`config.mk`:
```
export PLATFORM = sky130hd
export DESIGN_NAME = me_unit_flat
export DESIGN_NICKNAME = d
export VERILOG_FILES = /design/src/rtl/me_unit_pkg.sv /design/src/rtl/me_unit_if.sv /design/src/rtl/me_unit_load_align.sv /design/src/rtl/me_unit.sv /design/src/flat_wrapper.sv
export SDC_FILE = /design/constraint.sdc
export NUM_CORES = 1
export LEC_CHECK = 0
export ABC_CLOCK_PERIOD_IN_PS = 2260
export BUFFER_PORTS_ARGS = -buffer_cell sky130_fd_sc_hd__buf_4
export CORE_ASPECT_RATIO = 0.9
export CORE_MARGIN = 5
export CORE_UTILIZATION = 40
export DETAILED_ROUTE_END_ITERATION = 7
export HOLD_SLACK_MARGIN = 0.05
export PLACE_DENSITY = 0.69
export SLEW_MARGIN = 20
export SYNTH_ARGS = -nofsm -noshare
export SYNTH_HDL_FRONTEND = slang
export SYNTH_HIERARCHICAL = 1
export SYNTH_SLANG_ARGS = --single-unit
```
`constraint.sdc`:
```
create_clock -name clk -period 2.26 [get_ports clk]
set_input_delay 0.339 -clock clk [delete_from_list [all_inputs] [get_ports clk]]
set_output_delay 0.339 -clock clk [all_outputs]
set_load 0.01 [all_outputs]
```
`src/rtl/me_unit_pkg.sv`:
```
// Shared definitions for the ME pipeline stage: bus widths, bus field offsets,
// load opcodes and the stage state encoding.
package me_unit_pkg;

  localparam int DATA_W  = 32;
  localparam int EX_ME_W = 74;
  localparam int ME_WB_W = 70;
  localparam int ME_ID_W = 39;

  // EX_to_ME_Bus field positions
  localparam int EX_PC_LSB   = 42;
  localparam int EX_WE_BIT   = 41;
  localparam int EX_DEST_LSB = 36;
  localparam int EX_MEM_BIT  = 35;
  localparam int EX_OP_LSB   = 32;

  localparam logic [2:0] LD_B  = 3'd0;
  localparam logic [2:0] LD_H  = 3'd1;
  localparam logic [2:0] LD_W  = 3'd2;
  localparam logic [2:0] LD_BU = 3'd3;
  localparam logic [2:0] LD_HU = 3'd4;

  typedef enum logic [1:0] {
    ST_EMPTY     = 2'd0,
    ST_WAIT_DATA = 2'd1,
    ST_DONE      = 2'd2
  } me_state_e;

endpackage

```
`src/rtl/me_unit_if.sv`:
```
// Handshake and data buses around the ME stage: EX->ME, data SRAM response,
// ME->WB and the ME forwarding bus to ID.
interface me_unit_if
  import me_unit_pkg::*;
();

  logic               EX_Valid;
  logic               ME_Allowin;
  logic [EX_ME_W-1:0] EX_to_ME_Bus;
  logic               data_sram_data_ok;
  logic [DATA_W-1:0]  data_sram_rdata;
  logic               ME_Valid;
  logic               WB_Allowin;
  logic [ME_WB_W-1:0] ME_to_WB_Bus;
  logic [ME_ID_W-1:0] ME_to_ID_Bus;

  modport slave (
    input  EX_Valid, EX_to_ME_Bus, data_sram_data_ok, data_sram_rdata, WB_Allowin,
    output ME_Allowin, ME_Valid, ME_to_WB_Bus, ME_to_ID_Bus
  );

  modport master (
    output EX_Valid, EX_to_ME_Bus, data_sram_data_ok, data_sram_rdata, WB_Allowin,
    input  ME_Allowin, ME_Valid, ME_to_WB_Bus, ME_to_ID_Bus
  );

endinterface

```
`src/rtl/me_unit_load_align.sv`:
```
// Load data alignment: picks the addressed byte/half out of a word-aligned read
// and sign- or zero-extends it to 32 bits.
module me_unit_load_align
  import me_unit_pkg::*;
(
  input  logic [31:0] i_rdata,
  input  logic [1:0]  i_off,
  input  logic [2:0]  i_load_op,
  output logic [31:0] o_result
);

  logic [7:0]  w_byte;
  logic [15:0] w_half;

  always_comb begin
    w_byte = i_rdata[7:0];
    case (i_off)
      2'd1:    w_byte = i_rdata[15:8];
      2'd2:    w_byte = i_rdata[23:16];
      2'd3:    w_byte = i_rdata[31:24];
      default: w_byte = i_rdata[7:0];
    endcase
    // off[0] is ignored for halves; misaligned halves never reach this stage
    w_half = i_off[1] ? i_rdata[31:16] : i_rdata[15:0];

    o_result = i_rdata;
    case (i_load_op)
      LD_B:    o_result = {{24{w_byte[7]}}, w_byte};
      LD_BU:   o_result = {24'd0, w_byte};
      LD_H:    o_result = {{16{w_half[15]}}, w_half};
      LD_HU:   o_result = {16'd0, w_half};
      LD_W:    o_result = i_rdata;
      default: o_result = i_rdata;
    endcase
  end

endmodule

```
`src/rtl/me_unit.sv`:
```
// ME stage: latches EX results, waits for load data, forwards the final result
// to WB and publishes forwarding/load-pending status to ID.
//
// state        | meaning
// ST_EMPTY     | no instruction held
// ST_WAIT_DATA | load held, waiting for data_sram_data_ok
// ST_DONE      | result ready, presented to WB
module me_unit
  import me_unit_pkg::*;
(
  input  logic     clk,
  input  logic     resetn,
  me_unit_if.slave bus
);

  me_state_e   r_state;
  me_state_e   w_state_nxt;
  logic [31:0] r_pc;
  logic        r_gr_we;
  logic [4:0]  r_dest;
  logic [2:0]  r_load_op;
  logic [1:0]  r_off;
  logic [31:0] r_result;

  logic        w_allowin;
  logic        w_accept;
  logic        w_ex_load;
  logic        w_data_take;
  logic        w_fwd_we;
  logic [31:0] w_load_data;

  assign w_allowin   = (r_state == ST_EMPTY) || ((r_state == ST_DONE) && bus.WB_Allowin);
  assign w_accept    = bus.EX_Valid && w_allowin;
  assign w_ex_load   = bus.EX_to_ME_Bus[EX_MEM_BIT];
  assign w_data_take = (r_state == ST_WAIT_DATA) && bus.data_sram_data_ok;

  always_ff @(posedge clk or negedge resetn) begin
    if (!resetn) r_state <= ST_EMPTY;
    else         r_state <= w_state_nxt;
  end

  always_comb begin
    w_state_nxt = r_state;
    case (r_state)
      ST_EMPTY: begin
        if (w_accept) w_state_nxt = w_ex_load ? ST_WAIT_DATA : ST_DONE;
      end
      ST_WAIT_DATA: begin
        if (bus.data_sram_data_ok) w_state_nxt = ST_DONE;
      end
      ST_DONE: begin
        if (bus.WB_Allowin) begin
          if (w_accept) w_state_nxt = w_ex_load ? ST_WAIT_DATA : ST_DONE;
          else          w_state_nxt = ST_EMPTY;
        end
      end
      default: w_state_nxt = ST_EMPTY;
    endcase
  end

  me_unit_load_align u_load_align (
    .i_rdata   (bus.data_sram_rdata),
    .i_off     (r_off),
    .i_load_op (r_load_op),
    .o_result  (w_load_data)
  );

  // Result register is the only path to WB; rdata is never passed through combinationally.
  always_ff @(posedge clk or negedge resetn) begin
    if (!resetn) begin
      r_pc      <= '0;
      r_gr_we   <= 1'b0;
      r_dest    <= '0;
      r_load_op <= '0;
      r_off     <= '0;
      r_result  <= '0;
    end else if (w_accept) begin
      r_pc      <= bus.EX_to_ME_Bus[EX_PC_LSB +: 32];
      r_gr_we   <= bus.EX_to_ME_Bus[EX_WE_BIT];
      r_dest    <= bus.EX_to_ME_Bus[EX_DEST_LSB +: 5];
      r_load_op <= bus.EX_to_ME_Bus[EX_OP_LSB +: 3];
      r_off     <= bus.EX_to_ME_Bus[1:0];
      r_result  <= bus.EX_to_ME_Bus[31:0];
    end else if (w_data_take) begin
      r_result  <= w_load_data;
    end
  end

  assign w_fwd_we = r_gr_we && (r_state != ST_EMPTY) && (r_dest != 5'd0);

  assign bus.ME_Allowin   = w_allowin;
  assign bus.ME_Valid     = (r_state == ST_DONE);
  assign bus.ME_to_WB_Bus = {r_pc, r_gr_we, r_dest, r_result};
  assign bus.ME_to_ID_Bus = {w_fwd_we, r_dest, r_result, (r_state == ST_WAIT_DATA)};

endmodule

```
`src/flat_wrapper.sv`:
```
// flat-port wrapper written by rule: the top's interface ports become plain ports
module me_unit_flat import me_unit_pkg::*;
  (clk, resetn, bus_EX_Valid, bus_EX_to_ME_Bus, bus_data_sram_data_ok, bus_data_sram_rdata, bus_WB_Allowin, bus_ME_Allowin, bus_ME_Valid, bus_ME_to_WB_Bus, bus_ME_to_ID_Bus);
  me_unit_if bus_i ();
  input  logic clk;
  input  logic resetn;
  input wire logic [$bits(bus_i.EX_Valid)-1:0] bus_EX_Valid;
  input wire logic [$bits(bus_i.EX_to_ME_Bus)-1:0] bus_EX_to_ME_Bus;
  input wire logic [$bits(bus_i.data_sram_data_ok)-1:0] bus_data_sram_data_ok;
  input wire logic [$bits(bus_i.data_sram_rdata)-1:0] bus_data_sram_rdata;
  input wire logic [$bits(bus_i.WB_Allowin)-1:0] bus_WB_Allowin;
  output wire logic [$bits(bus_i.ME_Allowin)-1:0] bus_ME_Allowin;
  output wire logic [$bits(bus_i.ME_Valid)-1:0] bus_ME_Valid;
  output wire logic [$bits(bus_i.ME_to_WB_Bus)-1:0] bus_ME_to_WB_Bus;
  output wire logic [$bits(bus_i.ME_to_ID_Bus)-1:0] bus_ME_to_ID_Bus;
  assign bus_i.EX_Valid = bus_EX_Valid;
  assign bus_i.EX_to_ME_Bus = bus_EX_to_ME_Bus;
  assign bus_i.data_sram_data_ok = bus_data_sram_data_ok;
  assign bus_i.data_sram_rdata = bus_data_sram_rdata;
  assign bus_i.WB_Allowin = bus_WB_Allowin;
  assign bus_ME_Allowin = bus_i.ME_Allowin;
  assign bus_ME_Valid = bus_i.ME_Valid;
  assign bus_ME_to_WB_Bus = bus_i.ME_to_WB_Bus;
  assign bus_ME_to_ID_Bus = bus_i.ME_to_ID_Bus;
  me_unit u_core (.clk(clk), .resetn(resetn), .bus(bus_i));
endmodule
```
==> key figures, run 1 <==
Route
  • Antenna Nets Post-Route: 0
  • Drt wl/cell: 18.9 um
  • Drt total wl: 15400 um
  • DRC violations left: 0
  • DR pass1 iterations: 4
  • Vias per cell: 5.20
  • DR vias: 4238
  • Initial DRC Count: 191

Critical path
  • R2r setup slk: 0.13 ns
  • Worst Setup End Kind: register
  • Buffers & Inverters on Critical Path: 0
  • WS Path Type: register to register
  • Max FO, Critical Path: 6
  • Crit path launch type: register
  • CP Launch Point: u_core/r_off[1]
  • Critical path, cell by cell: mux4_2 -> nor2_2 -> a311oi_1 -> a211o_1 -> mux2_2 -> mux2_2
  • Worst endpoint required time: 2.49 ns
  • Most used cell, CP: mux2_2
  • Stages on worst setup path: 6
  • Reg2reg end: u_core/r_result[7]
  • End of the critical path: u_core/r_result[7]
  • Top delay family on crit path: multiplexers
  • FF-to-FF path depth: 6
  • Slowest-stage cell, CP: mux4_2
  • Critical Path AT: 2.36 ns
  • Worst path max stage delay: 0.61 ns
  • Reg2reg start: u_core/r_off[1]

Clock network
  • CTS root buf: clkbuf_16
  • H-tree depth: 3
  • Clock Sinks: 77
  • Worst-case clock buffer depth: 2
  • CTS Buf Count: 9
  • CTS tree: done
  • Clock-pin slew on the worst setup and hold paths: 0.07 ns
  • Post-CTS Setup Bufs: 0
  • Worst-Skew Late Latency: 0.34 ns

Yosys
  • Post-synthesis net count: 581
  • Leading area contributor after synthesis: dfrtp_1
  • Area share of the largest cell type after synthesis: 0.379
  • Yosys cell types: 43
  • Largest family of logic cells by synthesized area: multiplexers
  • Synth Area in Simple Gates: 0.0976
  • Post-synthesis cell area: 5090 um2
  • Synth Area in Compound Gates: 0.111
  • Synth cell count leaders: dfrtp_1, mux2_2, nand2_1
  • Synth Flop Type: dfrtp_1
  • Gate Count Post-Synth: 470
  • Xor and xnor area share after synthesis: 0
  • Multiplexer area fraction after synthesis: 0.313
  • EDFF count, synth: 0
  • Post-synthesis adder-cell area fraction: 0
  • Seq/Total Area, Yosys: 0.379
  • Number of synthesized register bits: 77
  • Synth Warn #: 6
  • Post-Syn Area per Cell: 10.8 um2
  • Largest cells by area after synthesis: dfrtp_1, mux2_2, mux2_4
  • Top-count cell post-synth: dfrtp_1
  • Asr flop ratio synth: 1.00

Die
  • Initial Util: 0.404
  • IO Count: 222
  • Core area: 12600 um2
  • DIE WIDTH: 129 um
  • Die area: 15100 um2
  • Die height: 117 um
  • Site Rows: 39

Global route
  • Most crowded layer after global routing: met2
  • Largest net degree at the start of global routing: 51
  • Global-route met2 utilization: 0.339
  • Initial antenna violation count: 0
  • Met1 GRT Util: 0.243
  • Total gr overflow: 0
  • First-pass GRT wire length: 23300 um
  • Gr usage total: 0.202
  • Vias in the first global route: 4455
  • Grt met3 use: 0.0771

Placement
  • HPWL Detailed: 11800 um
  • Input/output buffers: 221
  • Pre-CTS WS: 0.103 ns
  • Routability cong.: 0.869
  • Post-DP Area: 6690 um2

Timing
  • Final min period: 2.13 ns
  • Slew margin rel.: 0.490
  • Setup TNS: 0 ns
  • Slew @ Worst Pin: 0.766 ns
  • RSZ-0062 raised after global routing: false
  • Max Slew Vio Count: 0
  • Final period util: 0.944
  • Clock Skew: 0.00813 ns
  • Final-report setup violation count: 0
  • Hold Violations, Final: 0
  • Final Worst Setup Slack: 0.126 ns
  • Fmax: 469 MHz

Power
  • P_sw: 2680 uW
  • Power share of the sequential group: 0.286
  • Leakage: 0.00346 uW
  • Power share of the clock group: 0.211
  • Combinational share of power: 0.503
  • Maximum vdd ir drop: 0.701 mV
  • Int Pwr: 4900 uW
  • Switching Fraction: 0.353
  • Power per standard cell area: 1080 nW/um2

Cells and area
  • Share of post-route cells with drive strength above 1: 0.591
  • Synthesis-to-finish area growth: 38.2%
  • Fin area: 7030 um2
  • NumNets Final: 757
  • Ant. Diodes: 0

Outcome
  • Status: completed

Flow run
  • Max cap viols: 0

Hold path
  • Hold WC Path Type: input port to register
[power groups by stage]
stage,Combinational [uW],Clock (uW),Sequential (uW)
final,3810,1600,2170
after global routing,4120,1710,2230
after CTS,3840,1650,2170
after floorplan,2370,0,2250
after detailed placement,3840,0,2190
after global placement,3780,0,2160
[metal layers]
layer / share of wire / routed length (um)
met5: 0 / 0
met4: 0.017 / 269
met3: 0.098 / 1510
met2: 0.49 / 7580
met1: 0.39 / 6080
[cell families (layout without fill, tap and decap cells)]
kind of cell	count (synthesis)	in the layout
AOI/OAI and AO/OA	79	79
buffers and inverters	76	257
DFF	77	77
muxes	130	130
and+or+nand+nor	108	108
[worst min path at each step]
stage / start / endpoint / slack (ns) / depth (start not counted)
after floorplan: resetn / u_core/r_dest[0] / 0.04 / 0
after CTS: bus_data_sram_data_ok / u_core/r_state[0] / 0.16 / 2
after global routing: bus_data_sram_data_ok / u_core/r_state[0] / 0.16 / 2
after detailed placement: resetn / u_core/r_result[6] / 0.31 / 1
after global placement: resetn / u_core/r_result[6] / 0.30 / 1
final: bus_data_sram_data_ok / u_core/r_state[0] / 0.18 / 2
[worst reg2reg max path: stages (launching register included)]
cell and delay [ns]:
dfrtp_2 0.41, mux4_2 0.61, nor2_2 0.15, a311oi_1 0.06, a211o_1 0.27, mux2_2 0.25
mux2_2 0.26
[state kept, by name (all words and copies together) (netlist names)]
| register | count |
|---|---|
| u_core/r_pc | 32 |
| u_core/r_result | 32 |
| u_core/r_dest | 5 |
| u_core/r_load_op | 3 |
| u_core/r_off | 2 |
| u_core/r_state | 2 |
| u_core/r_gr_we | 1 |
[cells in the final DEF (no fill, tap or decap), types with 2 or more instances in the layout]
cell	n
nor2_1	18
nand2_2	10
mux2_2	68
bufinv_16	2
clkinvlp_4	2
buf_12	9
inv_6	2
mux2_4	39
a21oi_1	16
o22ai_1	7
dfrtp_1	76
a31oi_1	7
mux2i_1	22
a21oi_2	7
a22o_1	7
o21bai_1	7
buf_4	228
o221ai_1	7
inv_1	3
a211oi_1	2
nor2b_1	4
o21ai_0	4
a22oi_1	8
a211o_1	2
nand2_1	63
clkbuf_16	9
nand2b_1	2
[repair_timing]
action | CTS | global route
hold buffers | 1 | 0
resized for setup | 0 | 2
endpoints found under the setup margin | 0 | 2
endpoints found under the hold margin | 27 | 0
[through the flow]
stage | util | total power [uW] | hold WS (ns) | std cells
detailed placement | 0.532 | 6020 | 0.307 | 798
floorplan | - | 4620 | 0.0434 | 470
CTS | 0.558 | 7670 | 0.162 | 815
global route | 0.558 | 8050 | 0.165 | 815
global placement | 0.532 | 5940 | 0.304 | 798
finish | 0.558 | 7580 | 0.177 | 815
[layout make-up]
type                    count  area [um2]
fillers                  1094        5560
multi-input cells         317        2660
flip-flops and latches     77        1930
repair buffers            238        1900
clock buffers              10         229
well taps                 164         205
clock inverters             6        92.6
inverters                   3        11.3
Note: power is estimated with default switching activity, not from simulation.
==> inputs of run 2 (changes only) <==
--- a/config.mk
+++ b/config.mk
@@ -5,10 +5,9 @@
 export SDC_FILE = /design/constraint.sdc
 export NUM_CORES = 1
 export LEC_CHECK = 0
-export ABC_CLOCK_PERIOD_IN_PS = 2260
 export BUFFER_PORTS_ARGS = -buffer_cell sky130_fd_sc_hd__buf_4
 export CORE_ASPECT_RATIO = 0.9
-export CORE_MARGIN = 5
+export CORE_MARGIN = 10
 export CORE_UTILIZATION = 40
 export DETAILED_ROUTE_END_ITERATION = 7
 export HOLD_SLACK_MARGIN = 0.05
==> constraint.sdc (replaced) <==
create_clock -name clk -period 2.2 [get_ports clk]
set_input_delay 0.33 -clock clk [delete_from_list [all_inputs] [get_ports clk]]
set_output_delay 0.33 -clock clk [all_outputs]
set_load 0.01 [all_outputs]
==> run 2 against run 1 <==
Compared with the run above:
- clock power grew 2%
- count of clock-buffer cells in the layout is the same
- setup slack lost 0.059 ns
- register-to-register slack lost 0.06 ns
- global-route usage shrank 1.8 points
- final area shrank 0.12%
- critical endpoint is now u_core/r_result[21]
- largest cell class unchanged
==> key figures, run 2 (same netlist as run 1, synthesis figures left out) <==
Route
  • Initial DRC Count: 218
  • Vias per cell: 5.23
  • Highest Signal Layer: met4
  • DR pass1 iterations: 4
  • DR vias: 4260
  • Drt total wl: 16600 um
  • Met1 WL: 6470 um
  • Antenna Nets Post-Route: 0
  • Routed wl met3: 1910 um
  • DRC violations left: 0
  • Metal2 WL: 7920 um
  • Drt wl/cell: 20.3 um

Critical path
  • WS Path Type: register to register
  • Critical path, cell by cell: mux4_2 -> o21ai_4 -> buf_12 -> nand2_1 -> mux2_2 -> mux2_4
  • Crit path launch type: register
  • R2r setup slk: 0.07 ns
  • FF-to-FF path depth: 6
  • Reg2reg end: u_core/r_result[21]
  • Critical Path AT: 2.36 ns
  • Slowest-stage cell, CP: mux4_2
  • Worst Setup End Kind: register
  • Reg2reg start: u_core/r_off[1]
  • Worst path max stage delay: 0.63 ns
  • Max FO, Critical Path: 15
  • CP Launch Point: u_core/r_off[1]
  • Worst endpoint required time: 2.43 ns

Global route
  • Vias in the first global route: 4849
  • Largest net degree at the start of global routing: 47
  • First-pass GRT wire length: 26100 um
  • Initial antenna violation count: 0
  • Total gr overflow: 0
  • Gr usage total: 0.184

Die
  • Die area: 17600 um2
  • DIE WIDTH: 139 um
  • Die height: 127 um
  • IO Count: 222
  • Core area: 12600 um2
  • Initial Util: 0.404
  • Site Rows: 39

Outcome
  • Status: completed

Cells and area
  • Commonest non-fill, non-tap cell in the layout: buf_4
  • Most frequent cells in the layout: buf_4, dfrtp_1, mux2_2
  • Synthesis-to-finish area growth: 38.0%
  • Largest regs: u_core/r_pc (32), u_core/r_result (32), u_core/r_dest (5)
  • Ant. Diodes: 0
  • Core Util, Final: 0.558
  • Fillers: 1105
  • NumNets Final: 757
  • Final non-filler cell total: 815
  • Share of post-route cells with drive strength above 1: 0.598

Clock network
  • Worst-Skew Late Latency: 0.34 ns
  • Clock-pin slew on the worst setup and hold paths: 0.06 ns
  • CTS tree: done
  • H-tree depth: 3
  • Worst-case clock buffer depth: 2
  • CTS Buf Count: 9
  • Clock Sinks: 77
  • CTS root buf: clkbuf_16

Power
  • Power share of the sequential group: 0.283
  • Leakage: 0.00344 uW
  • Int Pwr: 5040 uW
  • P_sw: 2780 uW
  • Power per standard cell area: 1110 nW/um2
  • Switching Fraction: 0.356
  • Power share of the clock group: 0.209
  • Maximum vdd ir drop: 0.750 mV
  • Combinational share of power: 0.507

Hold path
  • WHS Endpoint: u_core/r_state[0]
  • Hold WC Path Type: input port to register
  • Hold depth: 2
  • Hold path start: bus_data_sram_data_ok

Timing
  • RSZ-0062 raised after global routing: true
  • Slew @ Worst Pin: 0.683 ns
  • Hold WS: 0.167 ns
  • Max Slew Vio Count: 0
  • Final min period: 2.13 ns
  • Clock Skew: 0.00580 ns
  • Final-report setup violation count: 0
  • Final period util: 0.970
  • Fmax: 469 MHz
  • Slew margin rel.: 0.545
  • Hold Violations, Final: 0

Flow run
  • Max cap viols: 0

Placement
  • Post-Place Cells: 798
  • HPWL Detailed: 12700 um
  • Input/output buffers: 221
  • Routability cong.: 0.869
-- run 2: cell counts in the layout (fill, tap and decap cells not counted) --
Identical to the previous run, type by type.
-- run 2: worst max path at each step --
stage	endpoint
floorplan	u_core/r_result[31]
global placement	u_core/r_result[7]
detailed placement	u_core/r_result[9]
CTS	u_core/r_result[9]
global route	u_core/r_result[7]
finish	u_core/r_result[21]
-- run 2: layout make-up --
class                   instances  area, um2  share of cell area
well taps                     164        205              0.0292
inverters                       3       11.3             0.00160
repair buffers                238       1880               0.267
clock inverters                 6       92.6              0.0132
flip-flops and latches         77       1930               0.274
multi-input cells             317       2680               0.382
clock buffers                  10        229              0.0326
-- run 2: power groups by stage --
stage               sequential, uW  combinational, uW  clock [uW]
floorplan                     2320               2430           0
global placement              2210               3910           0
detailed placement            2240               3980           0
CTS                           2230               3990        1690
global route                  2290               4290        1750
finish                        2220               3970        1640
-- run 2: per-layer routing --
metal / up-vias / track usage
met5: - / 0
met1: 2062 / 0.204
met4: 0 / 0.0533
met2: 198 / 0.304
met3: 23 / 0.0952
li1: 1977 / -
-- run 2: critical path: cells and delay by family (launching register included) --
| family | cells | cell delay (ns) |
|---|---|---|
| mux | 3 | 1.15 |
| flops | 1 | 0.42 |
| compound gates | 1 | 0.21 |
| buf+inv | 1 | 0.18 |
| simple gates | 1 | 0.07 |
-- run 2: repair_timing --
item / in CTS / in global routing
hold buffers: 1 / 0
setup endpoints to repair: 0 / 21
buffers inserted: 0 / 0
gates resized for setup: 0 / 7
hold endpoints to repair: 31 / 0
-- run 2: stage by stage --
stage               setup slack [ns]  TNS [ns]  area (um2)  power [uW]
global route                 -0.0136   -0.0234        7020        8330
CTS                           0.0213         0        7000        7910
finish                        0.0669         0        7020        7820
detailed placement            0.0496         0        6670        6220
floorplan                      0.124         0        5090        4750
global placement              0.0840         0        6670        6120
